==> config.mk <==
export PLATFORM = sky130hd
export DESIGN_NAME = fetch_queue_flat
export DESIGN_NICKNAME = d
export VERILOG_FILES = /design/src/rtl/fetch_queue_pkg.sv /design/src/rtl/fetch_queue_if.sv /design/src/rtl/fetch_queue.sv /design/src/flat_wrapper.sv
export SDC_FILE = /design/constraint.sdc
export NUM_CORES = 1
export LEC_CHECK = 0
export CELL_PAD_IN_SITES_DETAIL_PLACEMENT = 0
export CELL_PAD_IN_SITES_GLOBAL_PLACEMENT = 2
export CORE_ASPECT_RATIO = 2
export CORE_MARGIN = 2
export CORE_UTILIZATION = 38
export CTS_CLUSTER_SIZE = 20
export DETAILED_ROUTE_END_ITERATION = 6
export GPL_ROUTABILITY_DRIVEN = 0
export HOLD_SLACK_MARGIN = 0.1
export PLACE_DENSITY = 0.74
export SLEW_MARGIN = 30
export SYNTH_ARGS = -nofsm -noshare
export SYNTH_HDL_FRONTEND = slang
export SYNTH_SLANG_ARGS = --single-unit
==> constraint.sdc <==
create_clock -name clk -period 3.38 [get_ports clk]
set_input_delay 1.014 -clock clk [delete_from_list [all_inputs] [get_ports clk]]
set_output_delay 1.014 -clock clk [all_outputs]
set_load 0.005 [all_outputs]
==> src/rtl/fetch_queue_pkg.sv <==
// Shared types and constants for the fetch-to-decode instruction buffer.
// The entry layout is fixed here so fetch, queue and decode agree on it.
package fetch_queue_pkg;

  localparam int          XLEN      = 32;
  localparam int          DEPTH     = 4;
  localparam logic [31:0] NOP_INSTR = 32'h0000_0013;

  typedef struct packed {
    logic [XLEN-1:0] instr;
    logic [XLEN-1:0] pc;
    logic [XLEN-1:0] pc_plus4;
  } fetch_entry_t;

  function automatic fetch_entry_t make_entry(
    input logic [XLEN-1:0] instr,
    input logic [XLEN-1:0] pc,
    input logic [XLEN-1:0] pc_plus4
  );
    fetch_entry_t e;
    e.instr    = instr;
    e.pc       = pc;
    e.pc_plus4 = pc_plus4;
    return e;
  endfunction

  // A bubble carries the NOP encoding with zeroed PC fields.
  function automatic fetch_entry_t bubble_entry();
    return make_entry(NOP_INSTR, {XLEN{1'b0}}, {XLEN{1'b0}});
  endfunction

endpackage

==> src/rtl/fetch_queue_if.sv <==
// Fetch/decode handshake bundle for the instruction queue.
// master = fetch+decode side driving the queue, slave = the queue itself.
interface fetch_queue_if #(
  parameter int XLEN  = 32,
  parameter int DEPTH = 4
);

  logic                   PushF;
  logic [XLEN-1:0]        InstrF;
  logic [XLEN-1:0]        PCF;
  logic [XLEN-1:0]        PCPlus4F;
  logic                   ReadyF;
  logic                   PopD;
  logic                   ValidD;
  logic [XLEN-1:0]        InstrD;
  logic [XLEN-1:0]        PCD;
  logic [XLEN-1:0]        PCPlus4D;
  logic                   Flush;
  logic [$clog2(DEPTH):0] Count;

  modport master (
    output PushF, InstrF, PCF, PCPlus4F, PopD, Flush,
    input  ReadyF, ValidD, InstrD, PCD, PCPlus4D, Count
  );

  modport slave (
    input  PushF, InstrF, PCF, PCPlus4F, PopD, Flush,
    output ReadyF, ValidD, InstrD, PCD, PCPlus4D, Count
  );

endinterface

==> src/rtl/fetch_queue.sv <==
// Instruction buffer between fetch and decode: FWFT head, NOP bubble when
// empty, single-cycle flush on redirect.
module fetch_queue
  import fetch_queue_pkg::*;
#(
  parameter int          XLEN  = fetch_queue_pkg::XLEN,
  parameter int          DEPTH = fetch_queue_pkg::DEPTH,
  parameter logic [31:0] NOP   = NOP_INSTR
) (
  input logic          clk,
  input logic          rst,
  fetch_queue_if.slave bus
);

  localparam int            PW      = $clog2(DEPTH);
  localparam int            CW      = PW + 1;
  localparam logic [PW-1:0] PTR_ONE = PW'(1);
  localparam logic [CW-1:0] CNT_ONE = CW'(1);
  localparam logic [CW-1:0] CNT_MAX = CW'(DEPTH);

  fetch_entry_t  mem [DEPTH];
  logic [PW-1:0] wr_ptr_q, wr_ptr_d;
  logic [PW-1:0] rd_ptr_q, rd_ptr_d;
  logic [CW-1:0] count_q,  count_d;
  logic          push_s;
  logic          pop_s;
  logic          empty_s;
  fetch_entry_t  head_s;

  // Full/empty come from the occupancy count only, so they are registered.
  assign empty_s    = (count_q == CW'(0));
  assign bus.ReadyF = (count_q != CNT_MAX);
  assign bus.ValidD = !empty_s;
  assign bus.Count  = count_q;

  assign push_s = bus.PushF && bus.ReadyF && !bus.Flush;
  assign pop_s  = bus.PopD  && bus.ValidD && !bus.Flush;

  // Next-state for pointers and occupancy; flush overrides push and pop.
  always_comb begin
    wr_ptr_d = wr_ptr_q;
    rd_ptr_d = rd_ptr_q;
    count_d  = count_q;
    if (bus.Flush) begin
      wr_ptr_d = PW'(0);
      rd_ptr_d = PW'(0);
      count_d  = CW'(0);
    end else begin
      if (push_s) begin
        wr_ptr_d = wr_ptr_q + PTR_ONE;
      end else begin
        wr_ptr_d = wr_ptr_q;
      end
      if (pop_s) begin
        rd_ptr_d = rd_ptr_q + PTR_ONE;
      end else begin
        rd_ptr_d = rd_ptr_q;
      end
      case ({push_s, pop_s})
        2'b10:   count_d = count_q + CNT_ONE;
        2'b01:   count_d = count_q - CNT_ONE;
        default: count_d = count_q;
      endcase
    end
  end

  // Pointer and occupancy registers.
  always_ff @(posedge clk or negedge rst) begin
    if (!rst) begin
      wr_ptr_q <= PW'(0);
      rd_ptr_q <= PW'(0);
      count_q  <= CW'(0);
    end else begin
      wr_ptr_q <= wr_ptr_d;
      rd_ptr_q <= rd_ptr_d;
      count_q  <= count_d;
    end
  end

  // Entry storage; intentionally not reset, the count masks stale slots.
  always_ff @(posedge clk) begin
    if (push_s) begin
      mem[wr_ptr_q] <= make_entry(bus.InstrF, bus.PCF, bus.PCPlus4F);
    end
  end

  // Head mux with bubble forcing so decode never sees stale storage.
  always_comb begin
    head_s = mem[rd_ptr_q];
    if (empty_s) begin
      head_s.instr    = NOP;
      head_s.pc       = {XLEN{1'b0}};
      head_s.pc_plus4 = {XLEN{1'b0}};
    end else begin
      head_s = mem[rd_ptr_q];
    end
  end

  assign bus.InstrD   = head_s.instr;
  assign bus.PCD      = head_s.pc;
  assign bus.PCPlus4D = head_s.pc_plus4;

endmodule

==> src/flat_wrapper.sv <==
// flat-port wrapper written by rule: the top's interface ports become plain ports
module fetch_queue_flat import fetch_queue_pkg::*;
#(
  parameter int          XLEN  = fetch_queue_pkg::XLEN,
  parameter int          DEPTH = fetch_queue_pkg::DEPTH,
  parameter logic [31:0] NOP   = NOP_INSTR
)
  (clk, rst, bus_PushF, bus_InstrF, bus_PCF, bus_PCPlus4F, bus_PopD, bus_Flush, bus_ReadyF, bus_ValidD, bus_InstrD, bus_PCD, bus_PCPlus4D, bus_Count);
  fetch_queue_if #(.XLEN(XLEN), .DEPTH(DEPTH)) bus_i ();
  input logic clk;
  input logic rst;
  input wire logic [$bits(bus_i.PushF)-1:0] bus_PushF;
  input wire logic [$bits(bus_i.InstrF)-1:0] bus_InstrF;
  input wire logic [$bits(bus_i.PCF)-1:0] bus_PCF;
  input wire logic [$bits(bus_i.PCPlus4F)-1:0] bus_PCPlus4F;
  input wire logic [$bits(bus_i.PopD)-1:0] bus_PopD;
  input wire logic [$bits(bus_i.Flush)-1:0] bus_Flush;
  output wire logic [$bits(bus_i.ReadyF)-1:0] bus_ReadyF;
  output wire logic [$bits(bus_i.ValidD)-1:0] bus_ValidD;
  output wire logic [$bits(bus_i.InstrD)-1:0] bus_InstrD;
  output wire logic [$bits(bus_i.PCD)-1:0] bus_PCD;
  output wire logic [$bits(bus_i.PCPlus4D)-1:0] bus_PCPlus4D;
  output wire logic [$bits(bus_i.Count)-1:0] bus_Count;
  assign bus_i.PushF = bus_PushF;
  assign bus_i.InstrF = bus_InstrF;
  assign bus_i.PCF = bus_PCF;
  assign bus_i.PCPlus4F = bus_PCPlus4F;
  assign bus_i.PopD = bus_PopD;
  assign bus_i.Flush = bus_Flush;
  assign bus_ReadyF = bus_i.ReadyF;
  assign bus_ValidD = bus_i.ValidD;
  assign bus_InstrD = bus_i.InstrD;
  assign bus_PCD = bus_i.PCD;
  assign bus_PCPlus4D = bus_i.PCPlus4D;
  assign bus_Count = bus_i.Count;
  fetch_queue #(.XLEN(XLEN), .DEPTH(DEPTH), .NOP(NOP)) u_core (.clk(clk), .rst(rst), .bus(bus_i));
endmodule
; Yosys cells after proc, flatten, opt, wreduce, memory -nomap -nowiden
; Memories as Yosys holds them, arrays and structs flattened.
; Cells that the tools add are included.
[classes]
addsub = 4
mul = 0
div_mod_pow = 0
magnitude_cmp = 0
eq_ne = 3
n_shift = 0
n_mux = 9
bitwise = 0
reduce_logical = 10
[op_table]
columns = op, n
row1 = $mux 96, 1
row2 = $mux 2, 4
row3 = $pmux 3 s2, 1
row4 = $add 2x1->2 const B, 2
row5 = $logic_and 1x1->1, 4
row6 = $reduce_bool 2->1, 2
row7 = $add 3x1->3 const B, 1
row8 = $logic_not 3->1, 1
row9 = $mux 3, 1
row10 = $ne 3x3->1 const B, 1
row11 = $reduce_bool 3->1, 1
row12 = $sub 3x1->3 const B, 1
row13 = $eq 2x1->1 const B, 1
row14 = $eq 2x2->1 const B, 1
row15 = $logic_not 1->1, 2
row16 = $mux 1, 2
[word_totals]
reg_bits = 7
latch_bits = 0
ramBits = 384
rom_bits = 0
in_bits = 101
out_inout_bits = 101
word_cells = 30
n_memories = 1
[memory_table]
columns = name, depth, width, read_ports, rd_clocked_by_memory_dff, write_ports, line_no
row1 = u_core.mem, 4, 96, 1, 0, 1, fetch_queue.sv:21  ; fetch_entry_t mem [DEPTH];

; Longest topological paths before layout
; Gate-level depths: netlist (run 1).
[depth]
ltp_word = 7
depth_mapped = 8
ltp_nobuf = 7

; Worst setup path before layout (run 1)
; No wires, ideal clock.
[synth_path]
path_kind = input -> register
start = in bus_PushF
end = mem u_core.mem[0][0] in the netlist's numbering (enable)
setup_ps = 466
arrival_time_ps = 3871
path_slack_ps = -956
cell_stages = 4
n_path_buf = 1
path_cell_list = clkbuf_1 > inv_1 > nor3_1 > and2_1
[synth_between]
elab_chain_len = 4
[synth_lines]
columns = item, line_no
row1 = from (decl), flat_wrapper.sv:12  ; input wire logic [$bits(bus_i.PushF)-1:0] bus_PushF;
row2 = $logic_and 1x1->1 (2 in series), fetch_queue.sv:36  ; assign push_s = bus.PushF && bus.ReadyF && !bus.Flush;
row3 = $mux 1, fetch_queue.sv:82  ; if (push_s) begin
row4 = $mux 1 (not written as such), fetch_queue.sv:83  ; mem[wr_ptr_q] <= make_entry(bus.InstrF, bus.PCF, bus.PCPlus4F);
row5 = to (decl), fetch_queue.sv:21
; No other way between the ends.

; Final worst setup path (run 1)
[layout_path]
start = reg u_core.rd_ptr_q[0]
end = out bus_InstrD[1]
[layout_between]
elab_chain_len = 2
[layout_lines]
columns = item, line_no
row1 = from (decl), fetch_queue.sv:23  ; logic [PW-1:0] rd_ptr_q, rd_ptr_d;
row2 = from (signal assigned), fetch_queue.sv:75  ; rd_ptr_q <= rd_ptr_d;
row3 = $mem_v2 4x96, -
row4 = $mux 96, fetch_queue.sv:90  ; if (empty_s) begin
row5 = to (decl), flat_wrapper.sv:20  ; output wire logic [$bits(bus_i.InstrD)-1:0] bus_InstrD;
; No other way between the ends.

==> results.cfg, run 1 <==
[run_status]
outcome = complete, no violations

[route]
vias = 7319
first_pass_iters = 4
drt-vias-per-instance = 4.91
wl_met1_um = 11800
top_layer_used = met5
dr_wl_met3_um = 1140
met2_length_um = 18800
ant_nets = 0
drt_iter0_markers = 316
routed_wl_um = 32800
drc = 0
wl_per_cell_um = 22.0

[worst_hold_path]
hp-class = reg -> reg

[sta]
rsz0062_at_grt = true
worst_slew_pin_slew_ns = 0.528
worst_hold_slack_ns = 0.603
fmax_mhz = 297
clock_skew_ns = 0.0129
min_period_over_period = 0.997
drv_slew = 0
finalHoldViolCount = 0
fin_crit_ns = 3.37
setup_viol = 0
setup_tns_ns = 0
max-slew-margin-rel = 0.645

[place]
dp_hpwl_um = 20200
dpl_cell_area_um2 = 18000
io_buffer_count = 201
dp_cells = 1400

[pwr]
combPwrFrac = 0.252
sw_frac_of_total = 0.245
leakagePower_nw = 6.48
pwr-share-seq = 0.449
switchingPower_mw = 3.03
pwr-share-clk = 0.299
p_int_mw = 9.36
cellPowerDensity_nw_per_um2 = 641
vdd_drop_max_mv = 0.504

[worst_setup_path]
cp.required_ns = 2.37
crit_arrival_ns = 2.35
crit_start = u_core.rd_ptr_q[0]$_DFFE_PN0P_
crit_type = reg -> out
worstSetupEndpointType = output port
cp-start-kind = register
crit_path_end = bus_InstrD[1]
timing.rr.start = u_core.bus.Count[0]$_DFFE_PN0P_
crit_path_max_fanout = 6
rrSetupSlack_ns = 1.23
rr_worst_depth = 8
timing.rr.end = u_core.bus.Count[1]$_DFFE_PN0P_

[floorplan]
dieArea_um2 = 41300
num_rows = 103
pin_count = 202
die_h_um = 285
die_w_um = 145
initial_core_util = 0.383
fp.coreArea_um2 = 39300

[clock_tree]
clk_path_buf_depth = 3
htreeDepth = 2
cts.sinks = 391
cts_buffers = 35
tritoncts = built
clockRootBuffer = clkbuf_16
insertion_delay_ns = 0.52
cts.clk_slew.worst_paths_ns = 0.06

[layout]
fin_nets = 1045
drive_gt1_frac = 0.268
final_cells = 1490
layout_commonest_cell = edfxtp_1
final_cell_area_um2 = 19300
final_cell_mix = edfxtp_1 (384), clkdlybuf4s50_1 (105), mux4_2 (96), and2_1 (72), dlygate4sd2_1 (46)
syn2layout_area_growth_pct = 28.4
post-route-util = 0.492

[logic_synthesis]
synth_compound_area_frac = 0.00782
synth_fa_ha_area_frac = 0.00466
synth.avg_cell_area_um2 = 22.2
post_synth_xor_area_fraction = 0.00116
yosys_warnings = 0
synth_area_leaders = edfxtp_1 (77%), mux4_2 (14%), and2_1 (4.0%)
ys_ff_latch = 391
synth_top_family_by_area = multiplexers
syn_nets = 783
synth_area_um2 = 15000
ys_seq_area_frac = 0.778
synthSimpleGateAreaFrac = 0.0486
post-synth-top-area-cell = edfxtp_1
synth_top_area_frac = 0.766
synth_cells = 677
ys_types = 35
muxShareOfSynthArea = 0.144

[run]
drv_cap = 0

[global_routing]
grt_max_degree = 72
antenna_found_initial = 4
grt_pass1_wl_um = 48300
gr-total-overflow = 0
track_usage = 0.161
grt_pass1_vias = 7827
[final cells by class]
type	instances	area [µm²]
multi-input cells	241	3180
inverters	8	30.0
clock inverters	19	148
fillers	3251	20000
clock buffers	41	898
well taps	525	657
repair buffers	262	2690
diodes	3	7.51
flip-flops and latches	391	11700
[worst min-delay path by stage]
stage                                    from                              to  slack [ns]  cells past startpoint
2_1_floorplan  u_core.wr_ptr_q[0]$_DFFE_PN0P_  u_core.wr_ptr_q[0]$_DFFE_PN0P_        0.56                      2
3_3_place_gp   u_core.wr_ptr_q[1]$_DFFE_PN0P_  u_core.wr_ptr_q[1]$_DFFE_PN0P_        0.59                      2
3_5_place_dp   u_core.wr_ptr_q[1]$_DFFE_PN0P_  u_core.wr_ptr_q[1]$_DFFE_PN0P_        0.60                      2
4_1_cts        u_core.wr_ptr_q[1]$_DFFE_PN0P_  u_core.wr_ptr_q[1]$_DFFE_PN0P_        0.61                      2
5_1_grt        u_core.wr_ptr_q[1]$_DFFE_PN0P_  u_core.wr_ptr_q[1]$_DFFE_PN0P_        0.64                      2
6_report       u_core.wr_ptr_q[0]$_DFFE_PN0P_  u_core.wr_ptr_q[0]$_DFFE_PN0P_        0.60                      2
[critical path, stage by stage, from the launching register on]
cell	delay, ns
dfrtp_4	0.54
buf_12	0.16
buf_4	0.13
buf_8	0.13
mux4_2	0.40
or2_1	0.21
dlygate4sd2_1	0.26
[Yosys cell counts]
| cell | instances |
|---|---|
| o31ai_1 | 1 |
| clkbuf_1 | 17 |
| ha_1 | 4 |
| edfxtp_1 | 384 |
| o21ai_0 | 3 |
| a311o_1 | 1 |
| o211ai_1 | 1 |
| o311ai_0 | 1 |
| a21o_1 | 1 |
| a31oi_1 | 1 |
| or2_2 | 1 |
| dfrtp_1 | 7 |
| a21oi_1 | 4 |
| mux2_2 | 1 |
| buf_2 | 15 |
| nand3_1 | 4 |
| buf_4 | 1 |
| fa_1 | 1 |
| nand2_1 | 3 |
| and2_1 | 97 |
| nor2_1 | 5 |
| o2111ai_1 | 2 |
| o31a_1 | 1 |
| nor3_2 | 1 |
| mux4_2 | 96 |
| or2_1 | 3 |
| and3b_1 | 1 |
| inv_1 | 8 |
| nor3_1 | 2 |
| o221ai_1 | 1 |
| buf_8 | 2 |
| nor2b_1 | 2 |
| buf_6 | 2 |
| xor2_1 | 2 |
| nor3b_1 | 1 |
[kinds of logic (layout without fill, tap and decap cells)]
logic type | Yosys count | count (layout)
flops | 391 | 391
simple gates | 120 | 120
mux | 97 | 97
buf+inv | 45 | 330
compound gates | 17 | 17
fa+ha+maj | 5 | 5
xor+xnor | 2 | 2
other cells | 0 | 3
[routing by layer]
metal  vias up  track usage
met2       171        0.303
met1      3821        0.178
li1       3276            -
met4         2       0.0617
met5         -            0
met3        49       0.0245
[through the flow]
step | power (mW) | setup slack (ns)
CTS | 12.6 | -0.142
detailed placement | 8.78 | 0.266
finish | 12.4 | 0.0111
global placement | 8.78 | 0.265
floorplan | 7.10 | 0.0996
global route | 13.0 | -0.0692
[power by group through the flow]
stage	registers (mW)	logic, mW	clock network (mW)
6_report	5.57	3.12	3.71
2_1_floorplan	5.65	1.45	0
3_3_place_gp	5.66	3.12	0
5_1_grt	5.58	3.38	3.99
4_1_cts	5.56	3.16	3.83
3_5_place_dp	5.67	3.12	0
[timing repair]
item | CTS | global route
setup endpoints to repair | 91 | 41
hold buffers | 0 | 0
setup buffers | 15 | 12
cloned | 2 | 1
pin swaps | 0 | 0
resized for setup | 166 | 55
[registers in the layout (all words and copies together), names as in the netlist]
name / cells
u_core.bus.Count: 3
u_core.mem: 384
u_core.rd_ptr_q: 2
u_core.wr_ptr_q: 2
Power figures use the tool's default switching activity.
==> run 2: changes to the inputs <==
==> constraint.sdc (replaced) <==
create_clock -name clk -period 3.38 [get_ports clk]
set_input_delay 1.014 -clock clk [delete_from_list [all_inputs] [get_ports clk]]
set_output_delay 1.014 -clock clk [all_outputs]
set_load 0.05 [all_outputs]
==> results.cfg, run 2 (same netlist as run 1, synthesis figures left out) <==
[clock_tree]
cts.sinks = 391
clk_path_buf_depth = 3
insertion_delay_ns = 0.52
ctsHoldBuffers = 0
cts.clk_slew.worst_paths_ns = 0.06
clockRootBuffer = clkbuf_16
cts_buffers = 35
post_cts_buffers = 0
tritoncts = built
htreeDepth = 2

[sta]
max-slew-margin-rel = 0.640
setup_viol = 0
rsz0062_at_grt = true
finalHoldViolCount = 0
min_period_over_period = 0.969
fmax_mhz = 305
fin_crit_ns = 3.28
worst_slew_pin_slew_ns = 0.538
drv_slew = 0
clock_skew_ns = 0.0181

[layout]
drive_gt1_frac = 0.310
syn2layout_area_growth_pct = 30.9
fin_nets = 1023
largest_reg_flops = 384
post-route-util = 0.501
final_cell_mix = edfxtp_1 (384), clkdlybuf4s50_1 (103), mux4_2 (96), and2_1 (92), buf_12 (73)
top_register = u_core.mem
layout_commonest_cell = edfxtp_1

[route]
drt_iter0_markers = 353
drt-vias-per-instance = 4.91
vias = 7220
drc = 0
routed_wl_um = 32200
first_pass_iters = 4
wl_per_cell_um = 21.9
ant_nets = 0

[pwr]
cellPowerDensity_nw_per_um2 = 735
leakagePower_nw = 6.39
vdd_drop_max_mv = 0.600
p_total_mw = 14.5

[floorplan]
dieArea_um2 = 41300
num_rows = 103
pin_count = 202
die_h_um = 285
die_w_um = 145
fp.coreArea_um2 = 39300
initial_core_util = 0.383

[global_routing]
track_usage = 0.159
antenna_found_initial = 6
grt_pass1_wl_um = 48100
grt_pass1_vias = 7743
gr-total-overflow = 0
grt_max_degree = 79

[run_status]
outcome = complete, no violations

[worst_setup_path]
cp.required_ns = 2.37
cp-start-kind = register
crit_type = reg -> out
crit_arrival_ns = 2.26
crit_path_max_fanout = 44
worstSetupEndpointType = output port

[place]
dp_hpwl_um = 20500
io_buffer_count = 201

[worst_hold_path]
hp-class = reg -> reg

[run]
drv_cap = 0
==> run 2: layout make-up <==
type                       instances  area [µm²]
timing repair buffer             240        3100
sequential                       391       11700
inverter                           8        30.0
tap                              525         657
antenna                            3        7.51
multi-input combinational        241        3120
clock inverter                    22         173
clock buffer                      40         895
fill                            3183       19600
==> run 2: where the power goes <==
group	internal, mW	switching [mW]	total [mW]
clock	2.07	1.70	3.77
combinational	2.20	2.93	5.14
sequential	5.51	0.0523	5.56
==> run 2: worst paths after layout <==
check                      slack (ns)                         endpoint                             from  cells after the start
max reg2reg                      1.17  u_core.bus.Count[2]$_DFFE_PN0P_  u_core.bus.Count[0]$_DFFE_PN0P_                      8
min reg2reg                      0.62   u_core.wr_ptr_q[1]$_DFFE_PN0P_   u_core.wr_ptr_q[1]$_DFFE_PN0P_                      2
min                              0.62   u_core.wr_ptr_q[1]$_DFFE_PN0P_   u_core.wr_ptr_q[1]$_DFFE_PN0P_                      2
max in group asynchronous        2.23   u_core.rd_ptr_q[1]$_DFFE_PN0P_                              rst                      1
max                              0.10                   bus_InstrD[13]   u_core.rd_ptr_q[0]$_DFFE_PN0P_                      4
min in group asynchronous        0.81  u_core.bus.Count[2]$_DFFE_PN0P_                              rst                      1
==> run 2: timing repair <==
action,CTS,global route
resized for setup,2,16
gates cloned,0,1
endpoints found under the setup margin,2,13
==> run 2: critical path, stage by stage (launching register included) <==
cell and delay [ns]:
dfrtp_4 0.46, buf_16 0.30, mux4_2 0.54, and2_1 0.22, buf_6 0.17
==> run 2: metrics by stage <==
step | setup TNS, ns | std cells | worst slack [ns] | instance area, µm² | hold slack (ns)
6_report | 0 | 1470 | 0.104 | 19700 | 0.620
5_1_grt | -0.00555 | 1470 | -0.00555 | 19700 | 0.675
4_1_cts | 0 | 1466 | 0.00517 | 19600 | 0.620
3_5_place_dp | 0 | 1404 | 0.343 | 18500 | 0.611
3_3_place_gp | 0 | 1404 | 0.330 | 18500 | 0.603
2_1_floorplan | 0 | 677 | 0.0996 | 15000 | 0.557
==> run 2: metal layers <==
metal / share of wire / global-route usage / vias to the layer above
met5: 0.00093 / 0 / -
met4: 0.028 / 0.0558 / 6
met3: 0.042 / 0.0287 / 54
met2: 0.57 / 0.298 / 170
met1: 0.36 / 0.179 / 3759
li1: - / - / 3231
